**config.mk**
```make
export PLATFORM = sky130hd
export DESIGN_NAME = bitcast_engine
export DESIGN_NICKNAME = d
export VERILOG_FILES = /design/src/rtl/bitcast_pkg.sv /design/src/rtl/bitcast_size_calc.sv /design/src/rtl/bitcast_engine.sv
export SDC_FILE = /design/constraint.sdc
export NUM_CORES = 2
export LEC_CHECK = 0
export BUFFER_PORTS_ARGS = -buffer_cell sky130_fd_sc_hd__buf_2
export CAP_MARGIN = 20
export CORE_UTILIZATION = 65
export CTS_BUF_LIST = sky130_fd_sc_hd__clkbuf_16
export CTS_CLUSTER_SIZE = 30
export DETAILED_ROUTE_END_ITERATION = 16
export PLACE_DENSITY = 0.85
export SETUP_SLACK_MARGIN = 0.1
export SKIP_LAST_GASP = 1
export SYNTH_ARGS = -nofsm -noshare
export SYNTH_HDL_FRONTEND = slang
export SYNTH_SLANG_ARGS = --single-unit
export TNS_END_PERCENT = 20
```
**constraint.sdc**
```tcl
create_clock -name clock -period 11 [get_ports clock]
set_input_delay 1.1 -clock clock [delete_from_list [all_inputs] [get_ports clock]]
set_output_delay 1.1 -clock clock [all_outputs]
set_load 0.03 [all_outputs]
```
**src/rtl/bitcast_pkg.sv**
```systemverilog
// -----------------------------------------------------------------------------
// bitcast_pkg
// Shared types and constants for the bitcast engine:
//   - bitcast_cmd_t   : packed 113-bit command word
//   - bitcast_state_e : controller states
//   - STATUS_*        : completion status codes reported on done_status
//   - helpers for element-size validation and extent selection
// -----------------------------------------------------------------------------
package bitcast_pkg;

  localparam int CMD_W   = 113;
  localparam int DIM_W   = 10;
  localparam int CNT_W   = 40;
  localparam int BYTES_W = 43;

  // [112:108] sub_op, [107:68] src_dim, [67:28] dst_dim, [27:17] src_addr,
  // [16:6] dst_addr, [5:3] in_size, [2:0] out_size
  typedef struct packed {
    logic [4:0]  sub_op;
    logic [39:0] src_dim;
    logic [39:0] dst_dim;
    logic [10:0] src_addr;
    logic [10:0] dst_addr;
    logic [2:0]  in_size;
    logic [2:0]  out_size;
  } bitcast_cmd_t;

  typedef enum logic [2:0] {
    ST_IDLE  = 3'd0,
    ST_CALC  = 3'd1,
    ST_CHECK = 3'd2,
    ST_COPY  = 3'd3,
    ST_DONE  = 3'd4
  } bitcast_state_e;

  localparam logic [1:0] STATUS_OK            = 2'd0;
  localparam logic [1:0] STATUS_SIZE_MISMATCH = 2'd1;
  localparam logic [1:0] STATUS_BAD_ELEM      = 2'd2;
  localparam logic [1:0] STATUS_RANGE         = 2'd3;

  // Size code c means 2^c bytes; only 1, 2, 4 and 8 byte elements exist.
  function automatic logic elem_size_ok(input logic [2:0] code);
    return code <= 3'd3;
  endfunction

  // Extent idx of a packed dimension field, dim0 in the low bits.
  function automatic logic [DIM_W-1:0] dim_sel(input logic [39:0] dims,
                                               input logic [1:0]  idx);
    logic [DIM_W-1:0] ext;
    case (idx)
      2'd0:    ext = dims[9:0];
      2'd1:    ext = dims[19:10];
      2'd2:    ext = dims[29:20];
      default: ext = dims[39:30];
    endcase
    return ext;
  endfunction

endpackage

```
**src/rtl/bitcast_size_calc.sv**
```systemverilog
// -----------------------------------------------------------------------------
// bitcast_size_calc
// Element-count accumulation and command validation for the bitcast engine.
// Ports:
//   clock, reset_n : clock and synchronous active-low reset
//   i_start        : command accepted; reload both accumulators with 1
//   i_calc         : multiply in extent i_step of src and dst dimensions
//   i_step         : extent index 0..3 for the current multiply
//   i_cmd          : registered command
//   o_status       : status code, valid once all four extents are folded in
//   o_words        : 64-bit words needed to hold the source bytes (rounded up)
// -----------------------------------------------------------------------------
module bitcast_size_calc
  import bitcast_pkg::*;
#(
  parameter int MEM_AW = 11
)
(
  input  logic               clock,
  input  logic               reset_n,
  input  logic               i_start,
  input  logic               i_calc,
  input  logic [1:0]         i_step,
  input  bitcast_cmd_t       i_cmd,
  output logic [1:0]         o_status,
  output logic [BYTES_W-1:0] o_words
);

  logic [CNT_W-1:0]   r_src_cnt;
  logic [CNT_W-1:0]   r_dst_cnt;
  logic [DIM_W-1:0]   w_src_ext;
  logic [DIM_W-1:0]   w_dst_ext;
  logic [BYTES_W-1:0] w_src_bytes;
  logic [BYTES_W-1:0] w_dst_bytes;
  logic [BYTES_W-1:0] w_src_lim;
  logic [BYTES_W-1:0] w_dst_lim;
  logic               w_unused_sub_op;

  // sub_op travels with the command but has no meaning here yet.
  assign w_unused_sub_op = ^i_cmd.sub_op;

  assign w_src_ext = dim_sel(i_cmd.src_dim, i_step);
  assign w_dst_ext = dim_sel(i_cmd.dst_dim, i_step);

  // Four extents of 10 bits multiply into at most 40 bits, so no overflow.
  always_ff @(posedge clock) begin
    if (!reset_n) begin
      r_src_cnt <= CNT_W'(1);
      r_dst_cnt <= CNT_W'(1);
    end else if (i_start) begin
      r_src_cnt <= CNT_W'(1);
      r_dst_cnt <= CNT_W'(1);
    end else if (i_calc) begin
      r_src_cnt <= CNT_W'(r_src_cnt * {{(CNT_W-DIM_W){1'b0}}, w_src_ext});
      r_dst_cnt <= CNT_W'(r_dst_cnt * {{(CNT_W-DIM_W){1'b0}}, w_dst_ext});
    end
  end

  // Oversized shifts for invalid size codes may truncate; those commands are
  // rejected before byte counts are looked at.
  assign w_src_bytes = {3'b000, r_src_cnt} << i_cmd.in_size;
  assign w_dst_bytes = {3'b000, r_dst_cnt} << i_cmd.out_size;
  assign o_words     = (w_src_bytes + BYTES_W'(7)) >> 3;

  // Words still available between each base address and the end of buffer.
  assign w_src_lim = (BYTES_W'(1) << MEM_AW) - BYTES_W'(i_cmd.src_addr);
  assign w_dst_lim = (BYTES_W'(1) << MEM_AW) - BYTES_W'(i_cmd.dst_addr);

  always_comb begin
    o_status = STATUS_OK;
    if (!elem_size_ok(i_cmd.in_size) || !elem_size_ok(i_cmd.out_size)) begin
      o_status = STATUS_BAD_ELEM;
    end else if (w_src_bytes != w_dst_bytes) begin
      o_status = STATUS_SIZE_MISMATCH;
    end else if ((o_words > w_src_lim) || (o_words > w_dst_lim)) begin
      o_status = STATUS_RANGE;
    end
  end

endmodule

```
**src/rtl/bitcast_engine.sv**
```systemverilog
// -----------------------------------------------------------------------------
// bitcast_engine
// Accepts a bitcast command, validates that the source and destination views
// describe the same number of bytes and fit in the buffers, then copies whole
// 64-bit words from the source buffer to the destination buffer.
// Ports:
//   clock, reset_n                : clock, synchronous active-low reset
//   cfg_in_tdata/tvalid/tready    : command stream (bitcast_cmd_t layout)
//   src_rd_en/addr, src_rd_data   : source buffer read, data one cycle later
//   dst_wr_en/addr/data           : destination buffer write
//   done_tvalid/tready/status     : completion report, held until accepted
// -----------------------------------------------------------------------------
module bitcast_engine
  import bitcast_pkg::*;
#(
  parameter int MEM_AW = 11,
  parameter int MEM_DW = 64
)
(
  input  logic              clock,
  input  logic              reset_n,
  input  logic [CMD_W-1:0]  cfg_in_tdata,
  input  logic              cfg_in_tvalid,
  output logic              cfg_in_tready,
  output logic              src_rd_en,
  output logic [MEM_AW-1:0] src_rd_addr,
  input  logic [MEM_DW-1:0] src_rd_data,
  output logic              dst_wr_en,
  output logic [MEM_AW-1:0] dst_wr_addr,
  output logic [MEM_DW-1:0] dst_wr_data,
  output logic              done_tvalid,
  input  logic              done_tready,
  output logic [1:0]        done_status
);

  localparam logic [2:0] S_IDLE  = ST_IDLE;
  localparam logic [2:0] S_CALC  = ST_CALC;
  localparam logic [2:0] S_CHECK = ST_CHECK;
  localparam logic [2:0] S_COPY  = ST_COPY;
  localparam logic [2:0] S_DONE  = ST_DONE;

  logic [2:0]         r_state;
  bitcast_cmd_t       r_cmd;
  logic [1:0]         r_step;
  logic [1:0]         r_status;
  logic [MEM_AW:0]    r_words;
  logic [MEM_AW:0]    r_idx;
  logic               r_wr_en;
  logic [MEM_AW-1:0]  r_wr_addr;

  logic               w_accept;
  logic               w_rd_en;
  logic [MEM_AW-1:0]  w_src_base;
  logic [MEM_AW-1:0]  w_dst_base;
  logic [1:0]         w_calc_status;
  logic [BYTES_W-1:0] w_calc_words;

  assign w_accept   = (r_state == S_IDLE) && cfg_in_tvalid;
  assign w_src_base = MEM_AW'(r_cmd.src_addr);
  assign w_dst_base = MEM_AW'(r_cmd.dst_addr);

  // Reads run while the index is short of the word count; the extra COPY
  // cycle with the index at the count only drains the trailing write.
  assign w_rd_en = (r_state == S_COPY) && (r_idx != r_words);

  bitcast_size_calc #(
    .MEM_AW   (MEM_AW)
  ) u_size_calc (
    .clock    (clock),
    .reset_n  (reset_n),
    .i_start  (w_accept),
    .i_calc   (r_state == S_CALC),
    .i_step   (r_step),
    .i_cmd    (r_cmd),
    .o_status (w_calc_status),
    .o_words  (w_calc_words)
  );

  always_ff @(posedge clock) begin
    if (w_accept) begin
      r_cmd <= cfg_in_tdata;
    end
  end

  always_ff @(posedge clock) begin
    if (!reset_n) begin
      r_state   <= S_IDLE;
      r_step    <= 2'd0;
      r_status  <= STATUS_OK;
      r_words   <= '0;
      r_idx     <= '0;
      r_wr_en   <= 1'b0;
      r_wr_addr <= '0;
    end else begin
      // Write stage: each read turns into a write one cycle later, when the
      // buffer returns its data.
      r_wr_en   <= w_rd_en;
      r_wr_addr <= w_rd_en ? (w_dst_base + r_idx[MEM_AW-1:0]) : '0;

      case (r_state)
        S_IDLE: begin
          if (cfg_in_tvalid) begin
            r_step  <= 2'd0;
            r_state <= S_CALC;
          end
        end
        S_CALC: begin
          r_step <= r_step + 2'd1;
          if (r_step == 2'd3) begin
            r_state <= S_CHECK;
          end
        end
        S_CHECK: begin
          r_status <= w_calc_status;
          // A passing command has at most 2^MEM_AW words, so the narrow copy
          // of the count is exact whenever it is used.
          r_words  <= w_calc_words[MEM_AW:0];
          r_idx    <= '0;
          if ((w_calc_status != STATUS_OK) || (w_calc_words == '0)) begin
            r_state <= S_DONE;
          end else begin
            r_state <= S_COPY;
          end
        end
        S_COPY: begin
          if (w_rd_en) begin
            r_idx <= r_idx + {{MEM_AW{1'b0}}, 1'b1};
          end else begin
            r_state <= S_DONE;
          end
        end
        S_DONE: begin
          if (done_tready) begin
            r_state <= S_IDLE;
          end
        end
        default: r_state <= S_IDLE;
      endcase
    end
  end

  assign cfg_in_tready = (r_state == S_IDLE);
  assign src_rd_en     = w_rd_en;
  assign src_rd_addr   = w_rd_en ? (w_src_base + r_idx[MEM_AW-1:0]) : '0;
  assign dst_wr_en     = r_wr_en;
  assign dst_wr_addr   = r_wr_addr;
  // Buffer read data passes straight through; zero when no write is pending.
  assign dst_wr_data   = r_wr_en ? src_rd_data : '0;
  assign done_tvalid   = (r_state == S_DONE);
  assign done_status   = r_status;

endmodule

```
; ---- Word level (Yosys, flattened, before mapping)
; Index checks and enable logic that the tools add are counted.
[classes]
n_addsub = 7
multipliers = 2
order_cmp = 4
eq_ne = 14
n_shift = 2
mux = 17
bitwise_logic = 1
reduce_logical = 18
[ops]
columns = cell, n
row1 = $gt 40x43->1, 2
row2 = $shl 40x3->43, 2
row3 = $mul 40x10->40, 2
row4 = $mux 64, 1
row5 = $pmux 10 s3, 2
row6 = $add 43x3->43 const B, 1
row7 = $logic_not 43->1, 1
row8 = $ne 43x43->1, 1
row9 = $sub 12x11->13 const A, 2
row10 = $pmux 12 s2, 1
row11 = $add 11x11->11, 2
row12 = $mux 3, 5
row13 = $pmux 3 s5, 1
row14 = $add 12x1->12 const B, 1
row15 = $mux 12, 1
row16 = $ne 12x12->1, 1
row17 = $mux 11, 1
row18 = $mux 2, 4
row19 = $ne 2x2->1 const B, 4
row20 = $eq 3x2->1 const B, 2
row21 = $le 3x2->1 const B, 2
row22 = $reduce_and 2->1, 3
row23 = $reduce_bool 2->1, 3
row24 = $eq 2x2->1 const B, 2
row25 = other kinds (14), 18
[totals]
register_bits = 231
word_cells = 80

; ---- Depth between registers and ports, before layout
[depth]
word_depth = 11
depth_mapped = 31
depth_no_buf = 27

; ---- By module
; From an unflattened synthesis, not the netlist that was laid out.
[unflattened]
cells_unflattened = 3868
area_unflattened_um2 = 35801.8
[modules_own_cells]
columns = module, n_inst, cells_each, area_per_inst_um2
row1 = bitcast_size_calc, 1, 3343, 29151.7
row2 = bitcast_engine, 1, 525, 6650.1

; ---- Worst setup path after synthesis
; No wires, ideal clock.
[synth_timing]
kind = reg-to-reg
from = register r_step[0]
to = register u_size_calc.r_dst_cnt[39]
setup_time_ns = 0.070
arrival_ns = 7.189
t_required_ns = 10.930
path_slack_ns = 3.741
stages_incl_launch_ff = 30
n_path_buf = 4
synth_period_minus_slack_ns = 7.259
path_cell_list = dfxtp_1 > inv_1 > ha_1 > clkbuf_1 > buf_1 > a222oi_1 > mux2i_1 > clkbuf_1 > buf_1 > nand2_1 > fa_1 > inv_1 > fa_1 > fa_1 > fa_1 > inv_1 > fa_1 > inv_1 > ha_1 > nand4_1 > or4_1 > or2_2 > nand4b_1 > a21oi_1 > o31ai_1 > a31oi_1 > o21ai_0 > xnor2_1 > nand2_1 > a21oi_1
[synth_between]
elab_chain_len = 3
elab_cells_between_ends = 5
classes_between = mul: 1 / eq/ne: 2 / mux: 1 / reduce/logical: 1
[synth_rtl]
columns = element, line
row1 = from (decl), bitcast_engine.sv:44  ; logic [1:0] r_step;
row2 = from (signal assigned), bitcast_engine.sv:108  ; r_step <= r_step + 2'd1;
row3 = "$eq 2x2->1, or another cell as far along", bitcast_pkg.sv:50  ; case (idx)
row4 = $pmux 10 s3 (*), bitcast_pkg.sv:50
row5 = $mul 40x10->40 (*), bitcast_size_calc.sv:55  ; r_dst_cnt <= CNT_W'(r_dst_cnt * {{(CNT_W-DIM_W){1'b0}}, w_dst_ext});
row6 = to (signal assigned), bitcast_size_calc.sv:55
row7 = to (decl), bitcast_size_calc.sv:30  ; logic [CNT_W-1:0] r_dst_cnt;
; Every way passes the cells marked *; elsewhere a longest branch is shown, timed or not.
; A chain may end at the register's enable or synchronous reset.

; ---- Worst setup path after layout
[layout_timing]
from = register r_step[0]
to = register u_size_calc.r_src_cnt[36]
[layout_between]
elab_chain_len = 3
elab_cells_between_ends = 5
classes_between = mul: 1 / eq/ne: 2 / mux: 1 / reduce/logical: 1
[layout_rtl]
columns = element, line
row1 = "$eq 2x2->1, or another cell as far along", bitcast_pkg.sv:50
row2 = $pmux 10 s3 (*), bitcast_pkg.sv:50
row3 = $mul 40x10->40 (*), bitcast_size_calc.sv:54  ; r_src_cnt <= CNT_W'(r_src_cnt * {{(CNT_W-DIM_W){1'b0}}, w_src_ext});
row4 = to (signal assigned), bitcast_size_calc.sv:54
row5 = to (decl), bitcast_size_calc.sv:29  ; logic [CNT_W-1:0] r_src_cnt;
; Marked as above.

==> results by group <==
Final layout
  • Commonest non-fill, non-tap cell in the layout: nand2_1
  • Most frequent cells in the layout: nand2_1 (593), inv_1 (553), fa_1 (526)
  • Final Cell Area: 38070 sq um
  • Fin nets: 4903
  • Share of layout cells above drive strength 1: 11.43%
  • Area growth syn-to-layout: 7.593%
  • Post-route insts no fill: 4757
  • Final core occ: 70.74%

Floorplanning
  • Die Y: 235.3 microns
  • Full die area: 55370 sq um
  • # IOs: 273
  • Starting density of the core: 65.75%
  • Die Wd: 235.3 microns
  • Site Rows: 85
  • Core area: 53810 sq um

Worst hold path
  • Min-delay worst type: flop to flop

Critical path
  • Crit Path Category: flop to flop
  • CP arrival: 9.28 ns
  • WP data required: 11.53 ns
  • CP max-delay cell: o41ai_1
  • Critical Path End Type: flop
  • Reg2reg setup slack: 2.25 ns
  • Max stage delay on crit path: 0.87 ns
  • Startpoint types: flop
  • Most common cell on crit path: fa_1
  • Crit Path Max Fanout: 21

Drt
  • Via density: 6.038
  • Average wire per standard cell: 19.12 microns
  • DR iter-0 viols: 2520
  • Drt drc: 0
  • Initial DRT Pass Iterations: 7
  • Antenna viol nets, final: 0
  • Drt total wl: 90950 microns
  • Vias: 28720

GRT
  • First-pass GRT wire length: 149100 microns
  • GRT overflow: 0
  • GRT Overall Usage: 33.58%
  • Antenna violations before repair: 2
  • Vias in the first global route: 29720
  • Largest net degree at the start of global routing: 84

Place
  • Post-DP Area: 37030 sq um
  • PortBufs: 267
  • HPWL Detailed: 66460 microns
  • Placed insts: 4699
  • Gpl congestion: 0.9523

Clock network
  • Longest Clk Path Bufs: 3
  • Clk root buf: clkbuf_16
  • Htree depth: 1
  • Post-CTS Setup Inserts: 0
  • CTS tree: built
  • Worst skew pair latency: 0.62 ns
  • Post_cts resized: 0
  • Hold Buf Count CTS: 0
  • # clock sinks: 231
  • Clk pin slew, worst setup/hold paths: 0.06 ns
  • Num CTS Buffers: 29

Synth
  • Post-synth ARST share: 0%
  • EDFF count, synth: 108
  • Post-synth cell types: 84
  • Mapped cell area: 35380 sq um
  • Mapped Cells: 3936
  • Sequential area share after synthesis: 16.13%
  • Top FF cell, synth: dfxtp_1
  • Mapped Nets: 4803
  • Seq cells post-synth: 231
  • Ys Warns: 0
  • Post-Syn Area per Cell: 8.989 sq um

STA
  • Unrepaired setup endpoints after global routing: false
  • Post-route clock period utilization: 79.56%
  • Post-route minimum period: 8.752 ns
  • Final Hold Viols: 0
  • Max Freq: 0.1143 GHz
  • Worst-Margin Slew: 1.044 ns
  • Rel. slew slack: 29.51%
  • Final Skew: 0.03769 ns
  • Final setup viols: 0
  • Post-route setup TNS: 0 ns
  • Max-slew violations: 0

Power
  • VDD IR max: 0.1706 mV
  • Pwr Total: 4.760 mW
  • PD cells: 125.0 nW/um^2
  • Leak: 18.49 nW

Run status
  • Outcome: completed

Run
  • Max-cap violations: 0
## state kept, by name (all words and copies together) (netlist names), 3 cells and up
register               flops
r_idx                     12
dst_wr_addr               11
w_dst_base                11
r_cmd                     86
r_state                    3
u_size_calc.r_dst_cnt     40
w_src_base                11
r_words                   12
u_size_calc.r_src_cnt     40
## per-stage QoR
stage | hold slack [ns] | setup slack [ns]
after global routing | 0.5070 | 1.864
after global placement | 0.4572 | 2.572
after CTS | 0.4680 | 2.382
final | 0.4660 | 2.248
after floorplan | 0.4478 | 3.741
after detailed placement | 0.4590 | 2.394
## synthesized netlist by cell type (15+ instances only)
cell        n  area, sq um
nand3_1    45        225.2
xnor2_1   109        954.7
xor2_1     86        753.2
nor4_1     23        143.9
a31oi_1    19        118.9
mux2i_1   133         1331
and2_1    423         2646
a211oi_1   29        217.7
o21ai_0    81        405.4
ha_1      160         2002
nor2b_1    25        156.4
a21oi_1   191        955.9
nor2_1    114        427.9
a21o_1     42        315.3
fa_1      526        10530
mux4_2     45         1013
buf_2      23        115.1
edfxtp_1  108         3243
nor3_1     33        165.2
a222oi_1   20        200.2
nand4_1    20        125.1
buf_1      15        56.30
nand2_1   594         2230
inv_1     551         2068
and3_1     15        93.84
clkbuf_1  188        705.7
dfxtp_1   123         2462
o21bai_1   16        120.1
## critical path, delay by kind of cell (launching register included)
| family | cells | cell delay, ns |
|---|---|---|
| AO/OA/AOI/OAI | 8 | 2.57 |
| XOR/XNOR | 1 | 0.13 |
| adder cells (fa/ha/maj) | 7 | 3.61 |
| buffers and inverters | 5 | 0.70 |
| flip-flops | 1 | 0.37 |
| multiplexers | 1 | 0.69 |
| AND/OR/NAND/NOR | 4 | 0.59 |
## final timing paths
check / start / end / cells past startpoint
worst max-delay path: r_step[0]$_SDFFE_PN0P_ / u_size_calc.r_src_cnt[36]$_SDFFE_PP0P_ / 26
worst min-delay path: r_words[10]$_SDFFE_PN0P_ / r_words[10]$_SDFFE_PN0P_ / 2
worst max register to register: r_step[0]$_SDFFE_PN0P_ / u_size_calc.r_src_cnt[36]$_SDFFE_PP0P_ / 26
worst min register to register: r_words[10]$_SDFFE_PN0P_ / r_words[10]$_SDFFE_PN0P_ / 2
## power by group
group | internal, mW | leakage (nW) | total, mW | switching, mW
clock | 0.584 | 0.487 | 1.03 | 0.442
combinational | 1.00 | 16.0 | 2.57 | 1.56
sequential | 0.991 | 2.02 | 1.17 | 0.178
## final cells by class
cell class,count,area (sq um)
inverter,556,2090
sequential,231,5705
timing repair buffer,304,1630
tap,696,870.8
antenna,2,5.005
multi-input combinational,2914,26770
fill,3947,15750
clock buffer,29,725.7
clock inverter,25,271.5
## kinds of logic after synthesis
kind of cell / Yosys count / synth area share [%]
simple gates: 1360 / 19.10
mux: 198 / 7.437
xor+xnor: 195 / 4.827
compound gates: 475 / 8.420
buf+inv: 791 / 8.668
flops: 231 / 16.13
fa+ha+maj: 686 / 35.42
## routing by layer
metal / wire length (microns) / track usage, % / part of all wire, % / up-vias
met4: 4013 / 15.49 / 4.4 / 0
met3: 8167 / 4.796 / 9.0 / 295
met1: 33700 / 41.23 / 37 / 14040
met5: 0 / 0 / 0 / -
li1: - / - / - / 12800
met2: 45070 / 58.69 / 50 / 1589
Note: power is estimated with default switching activity, not from simulation.
